[src/rtl/div_out_monitor_if.sv]
// rtl/div_out_monitor_if.sv - divided-clock input and measurement outputs of div_out_monitor
interface div_out_monitor_if #(
    parameter int CNT_W = 8
);
    logic             div_in;
    logic [CNT_W-1:0] period_out;
    logic [CNT_W-1:0] high_out;
    logic             meas_valid;
    logic             period_err;
    logic             duty_err;
    logic             stall;
    logic             locked;

    modport master (
        output div_in,
        input  period_out, high_out, meas_valid, period_err, duty_err, stall, locked
    );

    modport slave (
        input  div_in,
        output period_out, high_out, meas_valid, period_err, duty_err, stall, locked
    );
endinterface

[src/rtl/div_out_monitor.sv]
// rtl/div_out_monitor.sv - period/duty/stall/lock monitor for a divided clock; DIV_MON_SYNC_EN adds a 2-flop input synchronizer
module div_out_monitor #(
    parameter int CNT_W      = 8,
    parameter int EXP_PERIOD = 9,
    parameter int DUTY_TOL   = 1,
    parameter int LOCK_CNT   = 4,
    parameter int STALL_CNT  = 36
) (
    input  logic clk,
    input  logic reset,
    div_out_monitor_if.slave mon
);
    localparam int GOOD_W = $clog2(LOCK_CNT + 1);
    localparam logic [CNT_W-1:0]  CNT_MAX = '1;
    localparam logic [CNT_W-1:0]  EXP_P   = CNT_W'(EXP_PERIOD);
    localparam logic [CNT_W+1:0]  TOL_U   = (CNT_W+2)'(DUTY_TOL);
    localparam logic [31:0]       STALL_U = 32'(STALL_CNT);
    localparam logic [GOOD_W-1:0] LOCK_G  = GOOD_W'(LOCK_CNT);

    typedef enum logic {IDLE, MEAS} state_t;

    state_t            state, state_nxt;
    logic              samp_in;
    logic              s1, s2, rise;
    logic [CNT_W-1:0]  period_cnt, high_cnt;
    logic              period_sat;
    logic [GOOD_W-1:0] good_cnt, good_inc;
    logic              stall_hit, meas_evt, stall_evt;
    logic              period_bad, duty_bad;
    logic signed [CNT_W+1:0] duty_diff;
    logic [CNT_W+1:0]  duty_abs;

    logic [CNT_W-1:0]  period_r, high_r;
    logic              meas_valid_r, period_err_r, duty_err_r, stall_r, locked_r;

`ifdef DIV_MON_SYNC_EN
    logic [1:0] sync_q;
    always_ff @(posedge clk or negedge reset) begin
        if (!reset) sync_q <= '0;
        else        sync_q <= {sync_q[0], mon.div_in};
    end
    assign samp_in = sync_q[1];
`else
    assign samp_in = mon.div_in;
`endif

    always_ff @(posedge clk or negedge reset) begin
        if (!reset) begin
            s1 <= 1'b0;
            s2 <= 1'b0;
        end else begin
            s1 <= samp_in;
            s2 <= s1;
        end
    end
    assign rise = s1 & ~s2;

    // Counters start at 1 on the rise so the rise cycle itself is counted
    assign period_sat = (period_cnt == CNT_MAX);
    always_ff @(posedge clk or negedge reset) begin
        if (!reset) begin
            period_cnt <= '0;
            high_cnt   <= '0;
        end else if (rise) begin
            period_cnt <= CNT_W'(1);
            high_cnt   <= CNT_W'(1);
        end else begin
            if (!period_sat)             period_cnt <= period_cnt + CNT_W'(1);
            if (s1 && high_cnt != CNT_MAX) high_cnt <= high_cnt + CNT_W'(1);
        end
    end

    always_ff @(posedge clk or negedge reset) begin
        if (!reset) state <= IDLE;
        else        state <= state_nxt;
    end

    assign stall_hit = !rise && (32'(period_cnt) == STALL_U);

    always_comb begin
        state_nxt = state;
        case (state)
            IDLE:    if (rise)      state_nxt = MEAS;
            MEAS:    if (stall_hit) state_nxt = IDLE;
            default:                state_nxt = IDLE;
        endcase
    end

    always_comb begin
        meas_evt  = 1'b0;
        stall_evt = 1'b0;
        if (state == MEAS) begin
            meas_evt  = rise;
            stall_evt = stall_hit;
        end
    end

    // |2*high - period| in CNT_W+2 bits holds the full -max..2*max range
    assign duty_diff  = $signed({1'b0, high_cnt, 1'b0}) - $signed({2'b00, period_cnt});
    assign duty_abs   = duty_diff[CNT_W+1] ? (CNT_W+2)'(-duty_diff) : duty_diff;
    assign duty_bad   = (duty_abs > TOL_U);
    assign period_bad = (period_cnt != EXP_P) || period_sat;
    assign good_inc   = (good_cnt == LOCK_G) ? good_cnt : good_cnt + GOOD_W'(1);

    always_ff @(posedge clk or negedge reset) begin
        if (!reset) begin
            period_r     <= '0;
            high_r       <= '0;
            meas_valid_r <= 1'b0;
            period_err_r <= 1'b0;
            duty_err_r   <= 1'b0;
            stall_r      <= 1'b0;
            locked_r     <= 1'b0;
            good_cnt     <= '0;
        end else begin
            meas_valid_r <= meas_evt;
            if (rise) stall_r <= 1'b0;
            if (meas_evt) begin
                period_r     <= period_cnt;
                high_r       <= high_cnt;
                period_err_r <= period_bad;
                duty_err_r   <= duty_bad;
                if (!period_bad && !duty_bad) begin
                    good_cnt <= good_inc;
                    if (good_inc == LOCK_G) locked_r <= 1'b1;
                end else begin
                    good_cnt <= '0;
                    locked_r <= 1'b0;
                end
            end else if (stall_evt) begin
                stall_r  <= 1'b1;
                locked_r <= 1'b0;
                good_cnt <= '0;
            end
        end
    end

    assign mon.period_out = period_r;
    assign mon.high_out   = high_r;
    assign mon.meas_valid = meas_valid_r;
    assign mon.period_err = period_err_r;
    assign mon.duty_err   = duty_err_r;
    assign mon.stall      = stall_r;
    assign mon.locked     = locked_r;
endmodule

[src/flat_wrapper.sv]
// flat-port wrapper written by rule: the top's interface ports become plain ports
module div_out_monitor_flat 
#(
    parameter int CNT_W      = 8,
    parameter int EXP_PERIOD = 9,
    parameter int DUTY_TOL   = 1,
    parameter int LOCK_CNT   = 4,
    parameter int STALL_CNT  = 36
)
  (clk, reset, mon_div_in, mon_period_out, mon_high_out, mon_meas_valid, mon_period_err, mon_duty_err, mon_stall, mon_locked);
  div_out_monitor_if #(.CNT_W(CNT_W)) mon_i ();
  input  logic clk;
  input  logic reset;
  input wire logic [$bits(mon_i.div_in)-1:0] mon_div_in;
  output wire logic [$bits(mon_i.period_out)-1:0] mon_period_out;
  output wire logic [$bits(mon_i.high_out)-1:0] mon_high_out;
  output wire logic [$bits(mon_i.meas_valid)-1:0] mon_meas_valid;
  output wire logic [$bits(mon_i.period_err)-1:0] mon_period_err;
  output wire logic [$bits(mon_i.duty_err)-1:0] mon_duty_err;
  output wire logic [$bits(mon_i.stall)-1:0] mon_stall;
  output wire logic [$bits(mon_i.locked)-1:0] mon_locked;
  assign mon_i.div_in = mon_div_in;
  assign mon_period_out = mon_i.period_out;
  assign mon_high_out = mon_i.high_out;
  assign mon_meas_valid = mon_i.meas_valid;
  assign mon_period_err = mon_i.period_err;
  assign mon_duty_err = mon_i.duty_err;
  assign mon_stall = mon_i.stall;
  assign mon_locked = mon_i.locked;
  div_out_monitor #(.CNT_W(CNT_W), .EXP_PERIOD(EXP_PERIOD), .DUTY_TOL(DUTY_TOL), .LOCK_CNT(LOCK_CNT), .STALL_CNT(STALL_CNT)) u_core (.clk(clk), .reset(reset), .mon(mon_i));
endmodule
[config.mk]
export PLATFORM = sky130hd
export DESIGN_NAME = div_out_monitor_flat
export DESIGN_NICKNAME = d
export VERILOG_FILES = /design/src/rtl/div_out_monitor_if.sv /design/src/rtl/div_out_monitor.sv /design/src/flat_wrapper.sv
export SDC_FILE = /design/constraint.sdc
export NUM_CORES = 1
export LEC_CHECK = 0
export BUFFER_PORTS_ARGS = -buffer_cell sky130_fd_sc_hd__buf_2
export CAP_MARGIN = 20
export CORE_UTILIZATION = 50
export CTS_CLUSTER_DIAMETER = 150
export DETAILED_ROUTE_END_ITERATION = 16
export PLACE_DENSITY = 0.76
export SLEW_MARGIN = 20
export SYNTH_ARGS = -nofsm -noshare
export SYNTH_HDL_FRONTEND = slang
export SYNTH_SLANG_ARGS = --single-unit
[constraint.sdc]
create_clock -name clk -period 8.95 [get_ports clk]
set_clock_uncertainty 0.1 [all_clocks]
set_input_delay 1.79 -clock clk [delete_from_list [all_inputs] [get_ports clk]]
set_output_delay 1.79 -clock clk [all_outputs]
set_load 0.01 [all_outputs]
==> results of run 1 <==
## final timing paths
path,startpoint,endpoint,slack [ns],depth (start not counted)
min reg2reg,u_core.mon.period_out[1],u_core.mon.period_out[1],0.38,2
max in group asynchronous,reset,u_core.period_cnt[1],6.66,1
max,u_core.period_cnt[0],u_core.mon.duty_err,5.79,9
min,u_core.mon.period_out[1],u_core.mon.period_out[1],0.38,2
max reg2reg,u_core.period_cnt[0],u_core.mon.duty_err,5.79,9
min in group asynchronous,reset,u_core.mon.period_out[3],1.51,1
## worst max-delay path, delay by kind of cell (launching register included)
| family | cells | cell delay [ns] |
|---|---|---|
| adders and majority gates | 1 | 0.47 |
| and+or+nand+nor | 3 | 0.70 |
| muxes | 1 | 0.28 |
| AOI/OAI and AO/OA | 4 | 1.02 |
| DFF | 1 | 0.48 |
## state kept, by name, summed over array words and instances (netlist names), 3 cells and up
name / flops
u_core.high_cnt: 8
u_core.good_cnt: 3
u_core.mon.high_out: 8
u_core.period_cnt: 8
u_core.mon.period_out: 8
## cell usage after synthesis (all sizes together) (3+ instances only)
master / instances / area, um2
dfrtp: 43 / 1080
nor2: 28 / 105
nand2: 26 / 100
o21ai: 22 / 114
inv: 21 / 78.8
ha: 14 / 175
nor3: 9 / 45.0
a21oi: 8 / 43.8
mux2: 8 / 90.1
nand3: 8 / 40.0
a31oi: 7 / 43.8
xnor2: 6 / 52.6
xor2: 6 / 52.6
clkbuf: 5 / 18.8
nand2b: 4 / 25.0
nand4: 4 / 25.0
a211oi: 3 / 22.5
nor2b: 3 / 18.8
or3: 3 / 18.8
## where the power goes
part | switching, mW | internal (mW)
logic | 0.247 | 0.176
clock network | 0.0722 | 0.0558
registers | 0.0298 | 0.225
total | 0.349 | 0.457
## cell type report
cell class,count,area [um2]
fill,450,1980
multi-input combinational,197,1320
sequential,43,1080
timing repair buffer,24,123
tap,67,83.8
inverter,21,78.8
clock buffer,5,68.8
clock inverter,3,23.8
## per-stage QoR
stage / hold slack [ns] / setup slack, ns / cells / power (mW) / cell area [um2]
final: 0.382 / 5.79 / 360 / 0.806 / 2770
after global routing: 0.404 / 5.51 / 360 / 0.868 / 2770
after CTS: 0.381 / 5.80 / 360 / 0.805 / 2770
after detailed placement: 0.352 / 5.83 / 352 / 0.674 / 2680
after global placement: 0.351 / 5.91 / 352 / 0.664 / 2680
after floorplan: 0.307 / 6.01 / 266 / 0.583 / 2490
## cell usage in the layout (no fill, tap or decap), drive strengths merged, types with 2 or more instances in the layout
cell / instances
nand3b: 2
a211o: 2
a31oi: 7
nand3: 8
nand4: 4
a21o: 2
and2: 2
dfrtp: 43
nand2b: 4
mux2: 8
a21oi: 8
ha: 14
or4: 2
clkinvlp: 2
o2111ai: 2
nor4b: 2
nand2: 26
clkbuf: 5
a311oi: 2
nor2b: 3
or3: 3
mux2i: 2
a211oi: 3
xor2: 6
nor3: 9
nor2: 28
o21a: 2
o22ai: 2
o21ai: 22
buf: 24
xnor2: 6
inv: 22
## per-layer routing
metal | up-vias | wire, um | GRT usage
met3 | 6 | 189 | 0.0333
met2 | 38 | 2420 | 0.358
met5 | - | 0 | 0
li1 | 1003 | - | -
met1 | 982 | 2530 | 0.304
met4 | 0 | 68 | 0.0741
## cells by family after synthesis
family          after synthesis  share of synthesized area
simple gates                 98                      0.192
compound gates               62                      0.171
flops                        43                      0.432
buf+inv                      26                     0.0392
fa+ha+maj                    15                     0.0784
xor+xnor                     12                     0.0422
mux                          10                     0.0442
==> flow_metrics.py, run 1 <==
metrics = {
    "routing": {
        "initialDrtViolationCount": 123,
        "ant_nets": 0,
        "first_pass_iters": 4,
        "wirelength_um": 5210,
        "drc": 0,
        "routedWlPerCell_um": 14.5,
        "num_vias": 2029,
        "vias_per_cell": 5.64,
    },
    "global_routing": {
        "grt_pass1_wl_um": 8830,
        "grtUsageTotal": 0.221,
        "grt-ovfl-total": 0,
        "grt_max_degree": 44,
        "antenna_found_initial": 0,
        "grt_pass1_vias": 1884,
    },
    "cells_and_area": {
        "area_delta_synth_final_pct": 11.3,
        "drive_gt1_frac": 0.160,
        "fin_util": 0.583,
        "nNetsFinal": 310,
        "diodes": 0,
    },
    "worst_setup_path": {
        "slowest_stage": "dfrtp_1",
        "start_kind": "register",
        "crit_path_max_fanout": 7,
        "path_class": "register to register",
        "cp.arrival_ns": 3.25,
        "crit_path_end_kind": "register",
        "path_cells": "fa_1 -> nand2b_1 -> a211o_1 -> a31oi_1 -> nor2b_1 -> or3_1 -> a311oi_2 -> o21ai_2 -> mux2_2",
        "cpPeakStageDelay_ns": 0.48,
        "required_ns": 9.05,
    },
    "floorplan": {
        "io_pins": 24,
        "rows": 25,
        "die_w_um": 72.6,
        "core_area_um2": 4750,
        "dieArea_um2": 5270,
        "die_h_um": 72.6,
        "start_util": 0.524,
    },
    "logic_synthesis": {
        "synth_ff_type": "dfrtp_1",
        "ys_seq_elements": 43,
        "synthesis.nets": 284,
        "async_flop_share": 1.00,
        "ys_seq_area_frac": 0.432,
        "syn_inst": 266,
        "synth-edff-count": 0,
        "syn-cell-area_um2": 2490,
        "ys_types": 50,
        "yosysWarnings": 0,
        "avgSynthCellArea_um2": 9.36,
    },
    "clock_tree": {
        "clkLatencyLatePin_ns": 0.30,
        "clockBufferDepth": 2,
        "postCtsResizedCells": 0,
        "numCtsBuffers": 5,
        "htree_levels": 2,
        "cts_tree": "built",
        "cts_root_buffer": "clkbuf_8",
        "cts_setup_buffers": 0,
        "hold_buffers": 0,
        "clkSinkCount": 43,
        "clk_pin_slew_ns": 0.09,
    },
    "timing": {
        "rsz0062_at_grt": "false",
        "slew-limit-headroom": 0.376,
        "slew_viol_final": 0,
        "min_period_over_period": 0.353,
        "max_freq_ghz": 0.317,
        "setup_viol": 0,
        "worst_pin_slew_ns": 0.933,
        "fin_tns_setup_ns": 0,
        "fin_crit_ns": 3.16,
        "hold_viol": 0,
    },
    "min_path": {
        "min_path_type": "register to register",
    },
    "power_and_ir_drop": {
        "p_leak_nw": 1.26,
        "max-vdd-ir-drop_uv": 233,
        "powerDensity_nw_per_um2": 291,
    },
    "run_status": {
        "status": "completed",
    },
    "place": {
        "place.port_buffers": 23,
        "place.gp.congestion": 0.904,
        "dp_hpwl_um": 3900,
    },
    "run": {
        "maxCapViolations": 0,
    },
}
Power figures use the tool's default switching activity.
==> run 2: changes to the inputs <==
==> constraint.sdc (replaced) <==
create_clock -name clk -period 2.91 [get_ports clk]
set_clock_uncertainty 0.1 [all_clocks]
set_input_delay 0.582 -clock clk [delete_from_list [all_inputs] [get_ports clk]]
set_output_delay 0.582 -clock clk [all_outputs]
set_load 0.01 [all_outputs]
==> run 2 against run 1 <==
Net effect: clock power grew to 3.2 times the previous value; worst hold slack lost 0.32 ns; maximum frequency grew 9.9%; critical path type unchanged; count of clock-buffer cells in the layout grew 2; highest routed layer unchanged; sequential share of layout area shrank 3.3 points; critical endpoint is now u_core.good_cnt[2]; worst setup slack lost 5.8 ns; sequential power grew to 2.9 times the previous value; power grew to 3.5 times the previous value.
==> flow_metrics.py, run 2 (synthesis gave the netlist of run 1 again) <==
metrics = {
    "run_status": {
        "status": "completed",
    },
    "timing": {
        "rsz0062_at_grt": "true",
        "hold_viol": 0,
        "worst_pin_slew_ns": 0.458,
        "setup_viol": 0,
        "min_period_over_period": 0.988,
        "max_freq_ghz": 0.348,
        "slew_viol_final": 0,
        "worst_hold_slack_ns": 0.0622,
        "fin_tns_setup_ns": 0,
        "fin_crit_ns": 2.87,
        "slew-limit-headroom": 0.694,
    },
    "clock_tree": {
        "clockBufferDepth": 2,
        "cts_root_buffer": "clkbuf_8",
        "clkSinkCount": 43,
        "clk_pin_slew_ns": 0.08,
        "cts_tree": "built",
        "numCtsBuffers": 5,
        "clkLatencyLatePin_ns": 0.30,
        "htree_levels": 2,
    },
    "cells_and_area": {
        "diodes": 0,
        "area_delta_synth_final_pct": 21.8,
        "mostFrequentLayoutCells": "dfrtp_1, buf_4, nor2_1, nand2_1, buf_2",
        "fillers": 423,
        "fin_util": 0.638,
        "nNetsFinal": 339,
        "final_area_um2": 3030,
        "drive_gt1_frac": 0.264,
        "final_common_cell": "dfrtp_1",
    },
    "routing": {
        "num_vias": 2149,
        "first_pass_iters": 4,
        "initialDrtViolationCount": 157,
        "wirelength_um": 5580,
        "ant_nets": 0,
        "drc": 0,
        "routedWlPerCell_um": 14.3,
        "vias_per_cell": 5.52,
    },
    "min_path": {
        "min_path_type": "input port to async pin",
    },
    "power_and_ir_drop": {
        "total_power_mw": 2.85,
        "max-vdd-ir-drop_uv": 527,
        "powerDensity_nw_per_um2": 941,
        "p_leak_nw": 1.41,
    },
    "floorplan": {
        "rows": 25,
        "die_w_um": 72.6,
        "start_util": 0.524,
        "io_pins": 24,
        "core_area_um2": 4750,
        "die_h_um": 72.6,
        "dieArea_um2": 5270,
    },
    "run": {
        "maxCapViolations": 0,
    },
    "worst_setup_path": {
        "path_class": "register to register",
        "crit_path_max_fanout": 5,
        "cp.arrival_ns": 2.99,
        "start_kind": "register",
        "required_ns": 3.02,
        "crit_path_end_kind": "register",
    },
    "global_routing": {
        "grt_pass1_vias": 2016,
        "antenna_found_initial": 0,
        "grt_pass1_wl_um": 9220,
        "grtUsageTotal": 0.229,
        "grt-ovfl-total": 0,
        "grt_max_degree": 27,
    },
    "place": {
        "dp_hpwl_um": 4140,
        "place.port_buffers": 23,
        "placed_area_um2": 2870,
        "place.gp.congestion": 0.897,
    },
}
[run 2: layout make-up]
class / count / area (um2) / share of cell area
Clock inverter: 1 / 8.76 / 0.00289
Inverter: 21 / 78.8 / 0.0260
Multi-Input combinational cell: 197 / 1360 / 0.448
Tap cell: 67 / 83.8 / 0.0276
Sequential cell: 43 / 1080 / 0.355
Clock buffer: 7 / 86.3 / 0.0285
Timing Repair Buffer: 53 / 340 / 0.112
[run 2: metrics by stage]
step	std cells	setup WS [ns]
6_report	389	0.0358
5_1_grt	389	-0.0986
4_1_cts	387	0.0187
3_5_place_dp	378	-0.0422
3_3_place_gp	378	0.0202
2_1_floorplan	266	0.0102
[run 2: timing repair]
| action | CTS | global route |
|---|---|---|
| hold buffers | 0 | 0 |
| setup endpoints to repair | 4 | 5 |
| cloned | 0 | 0 |
| setup buffers | 1 | 2 |
| hold endpoints to repair | 0 | 0 |
| pin swaps | 5 | 9 |
| gates resized for setup | 2 | 8 |
[run 2: where the power goes]
group / internal [mW] / switching (mW) / total [mW] / leakage (nW)
clock network: 0.195 / 0.211 / 0.406 / 0.0484
logic: 0.818 / 0.881 / 1.70 / 0.809
registers: 0.693 / 0.0567 / 0.749 / 0.557
[run 2: layer usage]
metal,routed length [um],part of all wire,GRT usage,vias to the layer above
met3,218,0.039,0.0361,10
met2,2610,0.47,0.374,58
li1,-,-,-,1068
met1,2630,0.47,0.314,1013
met5,0,0,0,-
met4,116,0.021,0.0741,0
[run 2: final timing paths]
| path | start | to | slack, ns | cells past startpoint |
|---|---|---|---|---|
| max | u_core.high_cnt[0] | u_core.good_cnt[2] | 0.04 | 11 |
| min | reset | u_core.mon.high_out[7] | 0.06 | 1 |
| max reg2reg | u_core.high_cnt[0] | u_core.good_cnt[2] | 0.04 | 11 |
| min reg2reg | u_core.s1 | u_core.s2 | 0.37 | 0 |
| max in group asynchronous | reset | u_core.high_cnt[2] | 2.09 | 2 |
| min in group clk | mon_div_in | u_core.s1 | 0.29 | 1 |
[run 2: worst max-delay path, stage by stage, from the launching register on]
cell       delay (ns)
dfrtp_1          0.39
inv_2            0.06
fa_2             0.39
nand2b_4         0.15
a211o_1          0.33
a31oi_1          0.20
nor2b_2          0.08
or3_1            0.36
a311oi_2         0.27
buf_4            0.17
o2111ai_1        0.10
a22oi_1          0.19
